### src/rtl/priority_pkg.sv
// rtl/priority_pkg.sv - shared types and constants for the priority bit serializer
package priority_pkg;

   // Serializer control states
   typedef enum logic {
      IDLE = 1'b0,
      BUSY = 1'b1
   } state_t;

   // Walk order selectors sampled with each accepted mask
   localparam logic DIR_LSB_FIRST = 1'b0;
   localparam logic DIR_MSB_FIRST = 1'b1;

endpackage

### src/rtl/priority_bit_pick.sv
// rtl/priority_bit_pick.sv - combinational one-hot pick of the lowest or highest set bit
module priority_bit_pick
   import priority_pkg::*;
#(
   parameter int WIDTH = 16
) (
   input  logic [WIDTH-1:0] mask_i,
   input  logic             dir_i,
   output logic [WIDTH-1:0] pick_o
);

   localparam logic [WIDTH-1:0] ONE = {{(WIDTH-1){1'b0}}, 1'b1};

   logic [WIDTH-1:0] mask_rev;
   logic [WIDTH-1:0] lsb_pick;
   logic [WIDTH-1:0] rev_pick;
   logic [WIDTH-1:0] msb_pick;

   // Bit-reverse the mask so the highest set bit becomes the lowest
   always_comb begin
      mask_rev = '0;
      for (int i = 0; i < WIDTH; i++) begin
         mask_rev[i] = mask_i[WIDTH-1-i];
      end
   end

   // Isolate the lowest set bit of both views (two's complement trick)
   always_comb begin
      lsb_pick = mask_i & (~mask_i + ONE);
      rev_pick = mask_rev & (~mask_rev + ONE);
   end

   // Reverse the isolated bit back and select by direction
   always_comb begin
      msb_pick = '0;
      for (int i = 0; i < WIDTH; i++) begin
         msb_pick[i] = rev_pick[WIDTH-1-i];
      end
      pick_o = (dir_i == DIR_MSB_FIRST) ? msb_pick : lsb_pick;
   end

endmodule

### src/rtl/priority_bit_serializer.sv
// rtl/priority_bit_serializer.sv - walks every set bit of a mask as one-hot beats (option: PRIORITY_BIT_SERIALIZER_INDEX_OUT_EN)
module priority_bit_serializer
   import priority_pkg::*;
#(
   parameter int WIDTH = 16
) (
   input  logic                       clk_i,
   input  logic                       srst_i,
   input  logic [WIDTH-1:0]           data_i,
   input  logic                       dir_i,
   input  logic                       data_val_i,
   output logic                       ready_o,
   output logic [WIDTH-1:0]           data_o,
   output logic                       last_o,
   output logic                       data_val_o,
`ifdef PRIORITY_BIT_SERIALIZER_INDEX_OUT_EN
   output logic [$clog2(WIDTH)-1:0]   idx_o,
   output logic [$clog2(WIDTH+1)-1:0] cnt_o,
`endif
   input  logic                       ready_i
);

   state_t           state_q, state_d;
   logic [WIDTH-1:0] rem_q, rem_d;
   logic [WIDTH-1:0] data_q, data_d;
   logic             last_q, last_d;
   logic             dir_q, dir_d;

   logic             accept;
   logic [WIDTH-1:0] pick_mask;
   logic             pick_dir;
   logic [WIDTH-1:0] pick;
   logic [WIDTH-1:0] rest;

`ifdef PRIORITY_BIT_SERIALIZER_INDEX_OUT_EN
   localparam int IW = $clog2(WIDTH);
   localparam int CW = $clog2(WIDTH + 1);

   logic [IW-1:0] idx_q, idx_d, pick_idx;
   logic [CW-1:0] cnt_q, cnt_d;

   // Binary position of the one-hot pick (zero when nothing is set)
   always_comb begin
      pick_idx = '0;
      for (int i = 0; i < WIDTH; i++) begin
         if (pick[i]) pick_idx = IW'(i);
      end
   end

   assign idx_o = idx_q;
   assign cnt_o = cnt_q;
`endif

   // Ready is combinational from ready_i so back-to-back masks leave no gap
   assign ready_o    = (state_q == IDLE) | (last_q & ready_i);
   assign accept     = data_val_i & ready_o;
   assign data_o     = data_q;
   assign last_o     = last_q;
   assign data_val_o = (state_q == BUSY);

   // A freshly accepted mask takes the pick ahead of the remaining mask
   always_comb begin
      pick_mask = accept ? data_i : rem_q;
      pick_dir  = accept ? dir_i  : dir_q;
   end

   priority_bit_pick #(
      .WIDTH (WIDTH)
   ) u_pick (
      .mask_i (pick_mask),
      .dir_i  (pick_dir),
      .pick_o (pick)
   );

   assign rest = pick_mask & ~pick;

   // Next-state and next-beat selection; a stalled beat simply holds
   always_comb begin
      state_d = state_q;
      rem_d   = rem_q;
      data_d  = data_q;
      last_d  = last_q;
      dir_d   = dir_q;
`ifdef PRIORITY_BIT_SERIALIZER_INDEX_OUT_EN
      idx_d   = idx_q;
      cnt_d   = cnt_q;
`endif
      if (accept) begin
         state_d = BUSY;
         dir_d   = dir_i;
         data_d  = pick;
         rem_d   = rest;
         last_d  = (rest == '0);
`ifdef PRIORITY_BIT_SERIALIZER_INDEX_OUT_EN
         idx_d   = pick_idx;
         cnt_d   = '0;
`endif
      end else if ((state_q == BUSY) && ready_i) begin
         if (last_q) begin
            state_d = IDLE;
            data_d  = '0;
            last_d  = 1'b0;
            rem_d   = '0;
`ifdef PRIORITY_BIT_SERIALIZER_INDEX_OUT_EN
            idx_d   = '0;
            cnt_d   = '0;
`endif
         end else begin
            data_d  = pick;
            rem_d   = rest;
            last_d  = (rest == '0);
`ifdef PRIORITY_BIT_SERIALIZER_INDEX_OUT_EN
            idx_d   = pick_idx;
            cnt_d   = cnt_q + CW'(1);
`endif
         end
      end
   end

   // State and output registers with synchronous reset
   always_ff @(posedge clk_i) begin
      if (srst_i) begin
         state_q <= IDLE;
         rem_q   <= '0;
         data_q  <= '0;
         last_q  <= 1'b0;
         dir_q   <= DIR_LSB_FIRST;
`ifdef PRIORITY_BIT_SERIALIZER_INDEX_OUT_EN
         idx_q   <= '0;
         cnt_q   <= '0;
`endif
      end else begin
         state_q <= state_d;
         rem_q   <= rem_d;
         data_q  <= data_d;
         last_q  <= last_d;
         dir_q   <= dir_d;
`ifdef PRIORITY_BIT_SERIALIZER_INDEX_OUT_EN
         idx_q   <= idx_d;
         cnt_q   <= cnt_d;
`endif
      end
   end

endmodule

### config.mk
export PLATFORM = sky130hd
export DESIGN_NAME = priority_bit_serializer
export DESIGN_NICKNAME = d
export VERILOG_FILES = /design/src/rtl/priority_pkg.sv /design/src/rtl/priority_bit_pick.sv /design/src/rtl/priority_bit_serializer.sv
export SDC_FILE = /design/constraint.sdc
export NUM_CORES = 1
export LEC_CHECK = 0
export BUFFER_PORTS_ARGS = -buffer_cell sky130_fd_sc_hd__buf_2
export CORE_ASPECT_RATIO = 0.75
export CORE_MARGIN = 10
export CORE_UTILIZATION = 46
export DETAILED_ROUTE_END_ITERATION = 10
export HOLD_SLACK_MARGIN = 0.03
export PLACE_DENSITY_LB_ADDON = 0.12
export SLEW_MARGIN = 15
export SYNTH_ARGS = -nofsm -noshare
export SYNTH_HDL_FRONTEND = slang
export SYNTH_SLANG_ARGS = --single-unit
### constraint.sdc
create_clock -name clk_i -period 2.1 [get_ports clk_i]
set_input_delay 0.315 -clock clk_i [delete_from_list [all_inputs] [get_ports clk_i]]
set_output_delay 0.315 -clock clk_i [all_outputs]
set_load 0.02 [all_outputs]
==> results of run 1 <==
==> worst max path at each step <==
stage / startpoint / endpoint / slack, ns / cells after the start
2_1_floorplan: rem_q[1] / data_o[14] / -0.12 / 8
3_3_place_gp: rem_q[3] / last_o / -0.20 / 8
3_5_place_dp: rem_q[3] / last_o / -0.30 / 8
4_1_cts: dir_q / data_o[14] / -0.1 / 6
5_1_grt: rem_q[0] / last_o / -0.16 / 7
6_report: rem_q[0] / last_o / -0.11 / 7
==> layer usage <==
| layer | GRT usage [%] | wire length (um) |
|---|---|---|
| met1 | 33.4 | 4990 |
| met2 | 40.4 | 5630 |
| met3 | 7.18 | 1510 |
| met4 | 7.61 | 511 |
| met5 | 0 | 0 |
==> power breakdown <==
group / internal (uW) / switching (uW)
logic: 598 / 684
clock network: 474 / 275
registers: 699 / 21.8
==> cell usage after synthesis, types with 8 or more instances <==
library cell,instances
nor2_1,54
nand2_1,41
dfxtp_1,35
a21oi_1,25
a22oi_1,16
nor4_1,16
nand4_1,14
clkbuf_1,12
nor3_1,12
o21ai_0,11
mux2i_1,8
nand3_1,8
==> repair_timing <==
action / in CTS / in global routing
setup buffers: 4 / 7
gates resized for setup: 11 / 55
pin swaps: 8 / 22
setup endpoints to repair: 10 / 23
hold endpoints to repair: 0 / 0
==> metrics by stage <==
| stage | util [%] | instances | cell area (sq um) | setup slack, ns | TNS [ns] |
|---|---|---|---|---|---|
| detailed placement | 67.2 | 559 | 3640 | -0.295 | -0.979 |
| global route | 76.6 | 578 | 4140 | -0.163 | -1.08 |
| floorplan | - | 361 | 2620 | -0.118 | -0.337 |
| CTS | 71.5 | 571 | 3870 | -0.0980 | -0.338 |
| finish | 76.6 | 578 | 4140 | -0.106 | -0.428 |
| global placement | 67.2 | 559 | 3640 | -0.199 | -0.745 |
==> layout by cell type (no fill, tap or decap), drive strengths merged, types with 4 or more instances in the layout <==
cell      n
buf     158
nor2     55
nand2    41
dfxtp    35
a21oi    25
o21ai    18
nor4     17
a22oi    16
nand4    14
nor3     12
or4       8
mux2i     8
nand3     8
nand2b    7
inv       7
clkbuf    5
a31oi     5
o31ai     5
o211ai    4
o41ai     4
==> cell type report <==
cell class,instances,area [sq um]
well taps,75,93.8
multi-input cells,295,2000
repair buffers,158,1170
fillers,437,1270
clock buffers,5,68.8
clock inverters,3,67.6
flip-flops and latches,35,711
inverters,7,26.3
==> flip-flops by register name, indices dropped and copies added, names as in the netlist <==
name / flops
rem_q: 16
last_o: 1
data_val_o: 1
data_o: 16
dir_q: 1
==> cells by family (layout without fill, tap and decap cells) <==
| logic type | Yosys count | after routing | synth area share, % |
|---|---|---|---|
| flip-flops | 35 | 35 | 26.8 |
| multiplexers | 10 | 10 | 3.93 |
| AND/OR/NAND/NOR | 171 | 171 | 31.9 |
| buffers and inverters | 31 | 173 | 5.36 |
| AO/OA/AOI/OAI | 114 | 114 | 31.9 |
==> flow_summary.json, run 1 <==
{
  "min_to": "rem_q[12]",
  "fin_worst_skew_ns": 0.00368,
  "violations": "setup timing",
  "grt.overflow.total": 0,
  "power_uw": 2750,
  "die_h_um": 85.3,
  "antenna_left": 0,
  "path_common_cell": "or4_4",
  "synthArstFlopShare_pct": 0,
  "leakage_uw": 0.00176,
  "gp_congestion": 1.05,
  "die_w_um": 107,
  "timing.fmax_ghz": 0.453,
  "clk_pin_slew_ns": 0.08,
  "core_region_area_sq_mm": 0.00541,
  "fin_nets": 523,
  "placementRows": 23,
  "grt_pass1_wl_mm": 19.1,
  "numCtsBuffers": 5,
  "min_path_cells": 2,
  "crit_type": "flip-flop to flip-flop",
  "synth_top_area_cell": "dfxtp_1",
  "viasPerCell": 6.53,
  "route.detailed.drc": 0,
  "critPathLaunchType": "flip-flop",
  "power_density_mw_per_mm2": 664,
  "h-tree-depth": 2,
  "cts_buffer_depth": 2,
  "syn_to_final_growth_pct": 58.6,
  "cp.required_ns": 2.33,
  "critical_path.cell_chain": "or4_4, or4_4, o21ai_4, buf_6, a211o_1, o2111ai_1, o21ai_1",
  "status": "finished, violations left",
  "final.period_utilization_pct": 105,
  "worst-slew-pin-transition_ns": 0.579,
  "fin_ws_ns": -0.106,
  "hold_ws_ns": 0.360,
  "diodes": 0,
  "synth_cell_types": 61,
  "cp_data_arrival_time_ns": 2.44,
  "dr.pass1.iters": 5,
  "synth_top_area_share_pct": 26.8,
  "rsz0062_at_grt": "true",
  "hold_viol": 0,
  "min_from": "srst_i",
  "cts_root_buf": "clkbuf_8",
  "yosys_warnings": 0,
  "ys_seq_area_share_pct": 26.8,
  "drive_gt1_share_pct": 45.5,
  "ctsHoldBuffers": 0,
  "r2r-start": "rem_q[0]",
  "cts_tree": "built",
  "vdd_drop_max_uv": 534,
  "wl_per_cell_um": 21.9,
  "grt_max_degree": 28,
  "synth_top_flop_cell": "dfxtp_1",
  "ios": 40,
  "critPathMaxStageDelay_ns": 0.59,
  "dieArea_sq_mm": 0.00913,
  "vias": 3774,
  "critPathBufInv": 1,
  "setup_viol": 7,
  "synthCells": 361,
  "slew_headroom_pct": 61.0,
  "synth_edf_count": 0,
  "syn_area_per_cell_sq_um": 7.24,
  "clock-sinks": 35,
  "totalWireLength_mm": 12.6,
  "max-cap-violations": 0,
  "hpwl_mm": 9.28,
  "drtIter0Drc": 530,
  "timing.rr.end": "last_o",
  "place.port_buffers": 39,
  "r2r_cells": 7,
  "post-route-min-period_ns": 2.21,
  "grtUsageTotal_pct": 25.7,
  "synth.cell_area_sq_mm": 0.00261,
  "slowest_stage": "or4_4",
  "syn_nets": 382,
  "finalMaxSlewViolations": 0,
  "synth_area_leaders": "dfxtp_1 27%, nor2_1 7.8%, nand2_1 5.9%",
  "crit_fanout": 3,
  "r2r_slack_ns": -0.11,
  "grt_pass1_vias": 3545,
  "antenna_found_initial": 0,
  "cp_top_family": "simple AND/OR/NAND/NOR gates",
  "insertion_delay_ns": 0.30,
  "hp-class": "input pin to flip-flop",
  "endpoint_kind": "flip-flop",
  "ys_ff_latch": 35,
  "floorplan.initialDensity_pct": 48.3
}
(Power assumes the default switching activity.)
==> inputs of run 2 (changes only) <==
Settings changed: CORE_UTILIZATION 46 to 52, SKIP_CTS_REPAIR_TIMING from default to 1.
==> flow_summary.json, run 2 (synthesis results as in run 1) <==
{
  "hp-class": "input pin to flip-flop",
  "grt_pass1_vias": 3374,
  "die_h_um": 81.4,
  "ios": 40,
  "layout_commonest_cell": "buf_4",
  "crit_type": "flip-flop to flip-flop",
  "insertion_delay_ns": 0.29,
  "grt.overflow.total": 0,
  "antenna_found_initial": 0,
  "hold_viol": 0,
  "final_area_sq_mm": 0.00372,
  "fin_worst_skew_ns": 0.00629,
  "grt_pass1_wl_mm": 17.0,
  "rsz0062_at_grt": "true",
  "power_density_mw_per_mm2": 638,
  "fin_nets": 494,
  "cp_data_arrival_time_ns": 2.47,
  "cp.required_ns": 2.33,
  "violations": "setup timing",
  "crit_fanout": 6,
  "diodes": 0,
  "setup_viol": 6,
  "max-cap-violations": 0,
  "route.detailed.drc": 0,
  "hpwl_mm": 8.48,
  "timing.fmax_ghz": 0.447,
  "vdd_drop_max_uv": 442,
  "fin_ws_ns": -0.137,
  "dieArea_sq_mm": 0.00829,
  "wl_per_cell_um": 20.5,
  "fillers": 379,
  "vias": 3537,
  "cts_root_buf": "clkbuf_8",
  "cts_buffer_depth": 2,
  "place.port_buffers": 39,
  "endpoint_kind": "flip-flop",
  "status": "finished, violations left",
  "grtUsageTotal_pct": 26.1,
  "placementRows": 22,
  "final.period_utilization_pct": 107,
  "gp_congestion": 1.01,
  "syn_to_final_growth_pct": 42.4,
  "clock-sinks": 35,
  "cts_tree": "built",
  "slew_headroom_pct": 74.6,
  "antenna_left": 0,
  "critPathLaunchType": "flip-flop",
  "post-route-min-period_ns": 2.24,
  "die_w_um": 102,
  "dpl_cell_area_sq_mm": 0.00347,
  "numCtsBuffers": 5,
  "clk_pin_slew_ns": 0.08,
  "grt_max_degree": 28,
  "final_core_util_pct": 76.3,
  "core_region_area_sq_mm": 0.00487,
  "leakage_uw": 0.00157,
  "totalWireLength_mm": 11.0,
  "drtIter0Drc": 397,
  "worst-slew-pin-transition_ns": 0.378,
  "drive_gt1_share_pct": 36.9,
  "finalMaxSlewViolations": 0,
  "floorplan.initialDensity_pct": 53.6,
  "dr.pass1.iters": 5,
  "viasPerCell": 6.62,
  "h-tree-depth": 2,
  "final_cell_mix": "87 x buf_4, 54 x nor2_1, 40 x nand2_1, 39 x buf_2, 34 x dfxtp_1"
}
-- run 2: cell types whose count changed in the layout (fill, tap and decap cells not counted), moves of 4 or more --
cell,change
nor3_1,+4
buf_6,-11
dfxtp_1,+7
buf_4,-17
nor3_2,-4
a21oi_1,+4
dfxtp_2,-7
a21oi_2,-4
-- run 2: power breakdown --
| part | switching, uW | internal [uW] |
|---|---|---|
| registers | 23.3 | 698 |
| logic | 604 | 488 |
| clock network | 262 | 299 |
-- run 2: stage by stage --
| stage | hold WS, ns | total power, uW | TNS (ns) | setup slack [ns] | instances |
|---|---|---|---|---|---|
| after floorplan | 0.490 | 1270 | -0.337 | -0.118 | 361 |
| after global placement | 0.440 | 1700 | -0.333 | -0.172 | 525 |
| after detailed placement | 0.446 | 1710 | -0.390 | -0.198 | 525 |
| after CTS | 0.382 | 2260 | -0.461 | -0.180 | 533 |
| after global routing | 0.400 | 2470 | -0.949 | -0.187 | 534 |
| final | 0.386 | 2370 | -0.421 | -0.137 | 534 |
-- run 2: layer usage --
metal  vias up  GRT usage, %  wire [um]
met5         -             0          0
met4         0          10.1        292
met3        30          6.87       1260
met2       241          41.4       5030
met1      1661          33.3       4370
li1       1605             -          -
-- run 2: worst paths after layout --
path | endpoint | slack, ns | from | cells past startpoint
worst max-delay path | last_o | -0.14 | rem_q[0] | 7
worst min-delay path | rem_q[10] | 0.39 | srst_i | 2
worst max register to register | last_o | -0.14 | rem_q[0] | 7
worst min register to register | data_o[5] | 0.45 | data_o[5] | 2
-- run 2: worst max-delay path: stages, from the launching register on --
cell and delay [ns]:
dfxtp_1 0.32, or4_4 0.62, or4_4 0.46, o21ai_4 0.18
a211oi_1 0.09, nor3_1 0.19, o2111ai_1 0.16, o21ai_1 0.16
-- run 2: cell type report --
class                      instances  area (sq um)  share of cell area, %
timing repair buffer             129           900                   24.2
clock buffer                       7          96.3                   2.59
tap                               60          75.1                   2.02
multi-input combinational        295          1910                   51.4
clock inverter                     1          7.51                  0.202
inverter                           7          26.3                  0.706
sequential                        35           702                   18.9
==> inputs of run 3 (changes only) <==
Clock period 2.1 ns to 1.9 ns, I/O delays scaled along.
==> flow_summary.json, run 3 <==
{
  "status": "did not finish",
  "stop_stage": "global routing",
  "stop_error": "[ERROR GRT-0232] Routing congestion too high. Check the congestion heatmap in the GUI.",
  "grtUsageTotal_pct": 58.8,
  "synth_area_leaders": "dfxtp_1 27%, nor2_1 7.8%, nand2_1 5.9%",
  "synth_most_common_cell": "nor2_1",
  "synthTopCellsByCount": "54 x nor2_1, 41 x nand2_1, 35 x dfxtp_1",
  "synth_top_area_cell": "dfxtp_1",
  "place.port_buffers": 39,
  "endpoint_type": "sequential cell input",
  "clock-sinks": 35,
  "grt.overflow.total": 20,
  "dpl_cell_area_sq_mm": 0.00379,
  "synthCells": 361,
  "h-tree-depth": 2,
  "die_h_um": 81.4,
  "grt_max_degree": 27,
  "synth_edf_count": 0,
  "synth_cell_types": 61,
  "die_w_um": 102,
  "cts_buffer_depth": 2,
  "syn_area_per_cell_sq_um": 7.24,
  "dp_worst_setup_slack_ns": -0.425,
  "synthArstFlopShare_pct": 0,
  "yosys_warnings": 0,
  "numCtsBuffers": 5,
  "syn_nets": 382,
  "ys_ff_latch": 35,
  "cts_root_buf": "clkbuf_8",
  "synth_top_area_share_pct": 26.8,
  "ios": 40,
  "hpwl_mm": 9.31,
  "synth.cell_area_sq_mm": 0.00261,
  "grt_repair_worst_endpoint": "last_o$_SDFFE_PP0P_/D",
  "ys_seq_area_share_pct": 26.8,
  "synth_top_flop_cell": "dfxtp_1",
  "placementRows": 22,
  "gp_congestion": 1.08,
  "floorplan.initialDensity_pct": 53.6
}
## run 3: cell counts after synthesis
Identical to the previous run, type by type.
## run 3: per-layer routing
| layer | track usage (%) | overflow |
|---|---|---|
| met3 | 52.5 | 0 |
| met5 | 13.0 | 0 |
| met4 | 56.2 | 10 |
| met2 | 72.8 | 10 |
| met1 | 56.4 | 0 |
## run 3: per-stage QoR
stage,cells,TNS [ns]
after CTS,569,-4.92
after global placement,561,-3.72
after detailed placement,561,-5.37
after floorplan,361,-1.69
## run 3: kinds of logic after synthesis
| family | count (synthesis) | synth area share [%] |
|---|---|---|
| AO/OA/AOI/OAI | 114 | 31.9 |
| buffers and inverters | 31 | 5.36 |
| flip-flops | 35 | 26.8 |
| multiplexers | 10 | 3.93 |
| AND/OR/NAND/NOR | 171 | 31.9 |
==> inputs of run 4 (changes only) <==
Settings changed: CORE_ASPECT_RATIO 0.75 to default, CORE_UTILIZATION 52 to 40, HOLD_SLACK_MARGIN 0.03 to default, PLACE_DENSITY_LB_ADDON 0.12 to 0.15.
Clock period 1.9 ns to 2.47 ns, I/O delays scaled along.
==> flow_summary.json, run 4 (synthesis results as in run 1) <==
{
  "final.period_utilization_pct": 97.6,
  "die_h_um": 101,
  "p_seq_share_pct": 33.6,
  "die_w_um": 101,
  "crit_fanout": 26,
  "hpwl_mm": 8.96,
  "cp_data_arrival_time_ns": 2.58,
  "endpoint_kind": "flip-flop",
  "r2r_cells": 10,
  "final_cell_mix": "54 x nor2_1, 54 x buf_4, 41 x nand2_1, 39 x buf_2, 35 x dfxtp_1",
  "rsz0062_at_grt": "false",
  "switchingPower_uw": 708,
  "viasPerCell": 6.50,
  "timing.rr.end": "last_o",
  "worst-slew-pin-transition_ns": 0.624,
  "antenna_found_initial": 0,
  "cts_buffer_depth": 2,
  "placementRows": 29,
  "grtUsageTotal_pct": 21.9,
  "h-tree-depth": 2,
  "syn_to_final_growth_pct": 27.7,
  "clock-sinks": 35,
  "grt_pass1_vias": 3153,
  "vdd_drop_max_uv": 463,
  "insertion_delay_ns": 0.28,
  "clk_pin_slew_ns": 0.07,
  "wl_per_cell_um": 22.3,
  "grt.overflow.total": 0,
  "max-cap-violations": 0,
  "antenna_left": 0,
  "drive_gt1_share_pct": 27.6,
  "setup_viol": 0,
  "dp_worst_setup_slack_ns": -0.0431,
  "fin_nets": 459,
  "fillers": 665,
  "timing.fmax_ghz": 0.415,
  "fin_worst_skew_ns": 0.00674,
  "core_region_area_sq_mm": 0.00635,
  "numCtsBuffers": 5,
  "vias": 3352,
  "floorplan.initialDensity_pct": 41.1,
  "final_core_util_pct": 52.6,
  "clkPwrFrac_pct": 21.4,
  "r2r-start": "data_val_o",
  "leakage_uw": 0.00137,
  "totalWireLength_mm": 11.5,
  "hp-class": "flip-flop to flip-flop",
  "status": "completed",
  "ios": 40,
  "combPwrFrac_pct": 45.0,
  "gp_congestion": 0.999,
  "finalMaxSlewViolations": 0,
  "drtIter0Drc": 432,
  "dr.pass1.iters": 6,
  "diodes": 0,
  "crit_type": "flip-flop to flip-flop",
  "grt_pass1_wl_mm": 17.6,
  "hold_viol": 0,
  "critPathLaunchType": "flip-flop",
  "crit_path_end": "last_o",
  "internal-power_uw": 1120,
  "cp.required_ns": 2.64,
  "crit_start": "data_val_o",
  "fin_ws_ns": 0.0588,
  "r2r_slack_ns": 0.06,
  "p_sw_share_pct": 38.8,
  "grt_max_degree": 27,
  "slew_headroom_pct": 57.9,
  "place.port_buffers": 39,
  "route.detailed.drc": 0,
  "cts_tree": "built",
  "cts_root_buf": "clkbuf_8",
  "dieArea_sq_mm": 0.0102,
  "post-route-min-period_ns": 2.41,
  "power_density_mw_per_mm2": 547
}
-- run 4: critical path: stages (launching register included) --
cell,delay [ns]
dfxtp_1,0.39
a21boi_2,0.32
inv_2,0.15
nand2_1,0.17
buf_12,0.20
mux2i_1,0.09
buf_4,0.19
o21ai_0,0.46
nand2_1,0.16
nand4_1,0.10
o21ai_1,0.06
-- run 4: cell type report --
type	count	area (sq um)	share of cell area, %
inverters	7	26.3	0.787
clock buffers	7	76.3	2.29
well taps	77	96.3	2.89
repair buffers	94	621	18.6
flip-flops and latches	35	701	21.0
multi-input cells	295	1810	54.3
clock inverters	1	5.00	0.150
-- run 4: worst min path at each step --
stage / cells after the start / start / slack [ns] / endpoint
final: 2 / data_o[14] / 0.45 / data_o[14]
after global routing: 2 / data_o[14] / 0.47 / data_o[14]
after CTS: 2 / data_o[14] / 0.45 / data_o[14]
after detailed placement: 2 / data_o[14] / 0.44 / data_o[14]
after global placement: 2 / data_o[14] / 0.44 / data_o[14]
after floorplan: 2 / rem_q[7] / 0.49 / rem_q[7]
-- run 4: power groups by stage --
stage          sequential, uW  clock [uW]  combinational (uW)
3_3_place_gp              624           0                 786
6_report                  613         390                 821
3_5_place_dp              625           0                 777
4_1_cts                   612         406                 780
2_1_floorplan             645           0                 431
5_1_grt                   615         422                 877
-- run 4: per-stage QoR --
step | hold slack (ns) | TNS, ns | cells | cell area, sq um | power, uW
floorplan | 0.490 | 0 | 361 | 2610 | 1080
global placement | 0.440 | -0.0266 | 508 | 3220 | 1410
detailed placement | 0.444 | -0.0431 | 508 | 3220 | 1400
CTS | 0.454 | -0.0419 | 516 | 3300 | 1800
global route | 0.470 | 0 | 516 | 3340 | 1910
finish | 0.454 | 0 | 516 | 3340 | 1820
-- run 4: routing by layer --
metal | part of all wire, % | track usage (%) | up-vias | wire length (um)
met3 | 9.1 | 3.91 | 30 | 1050
met4 | 2.9 | 7.72 | 0 | 332
met1 | 45 | 31.2 | 1539 | 5230
met2 | 43 | 31.7 | 239 | 4910
li1 | - | - | 1544 | -
met5 | 0 | 0 | - | 0
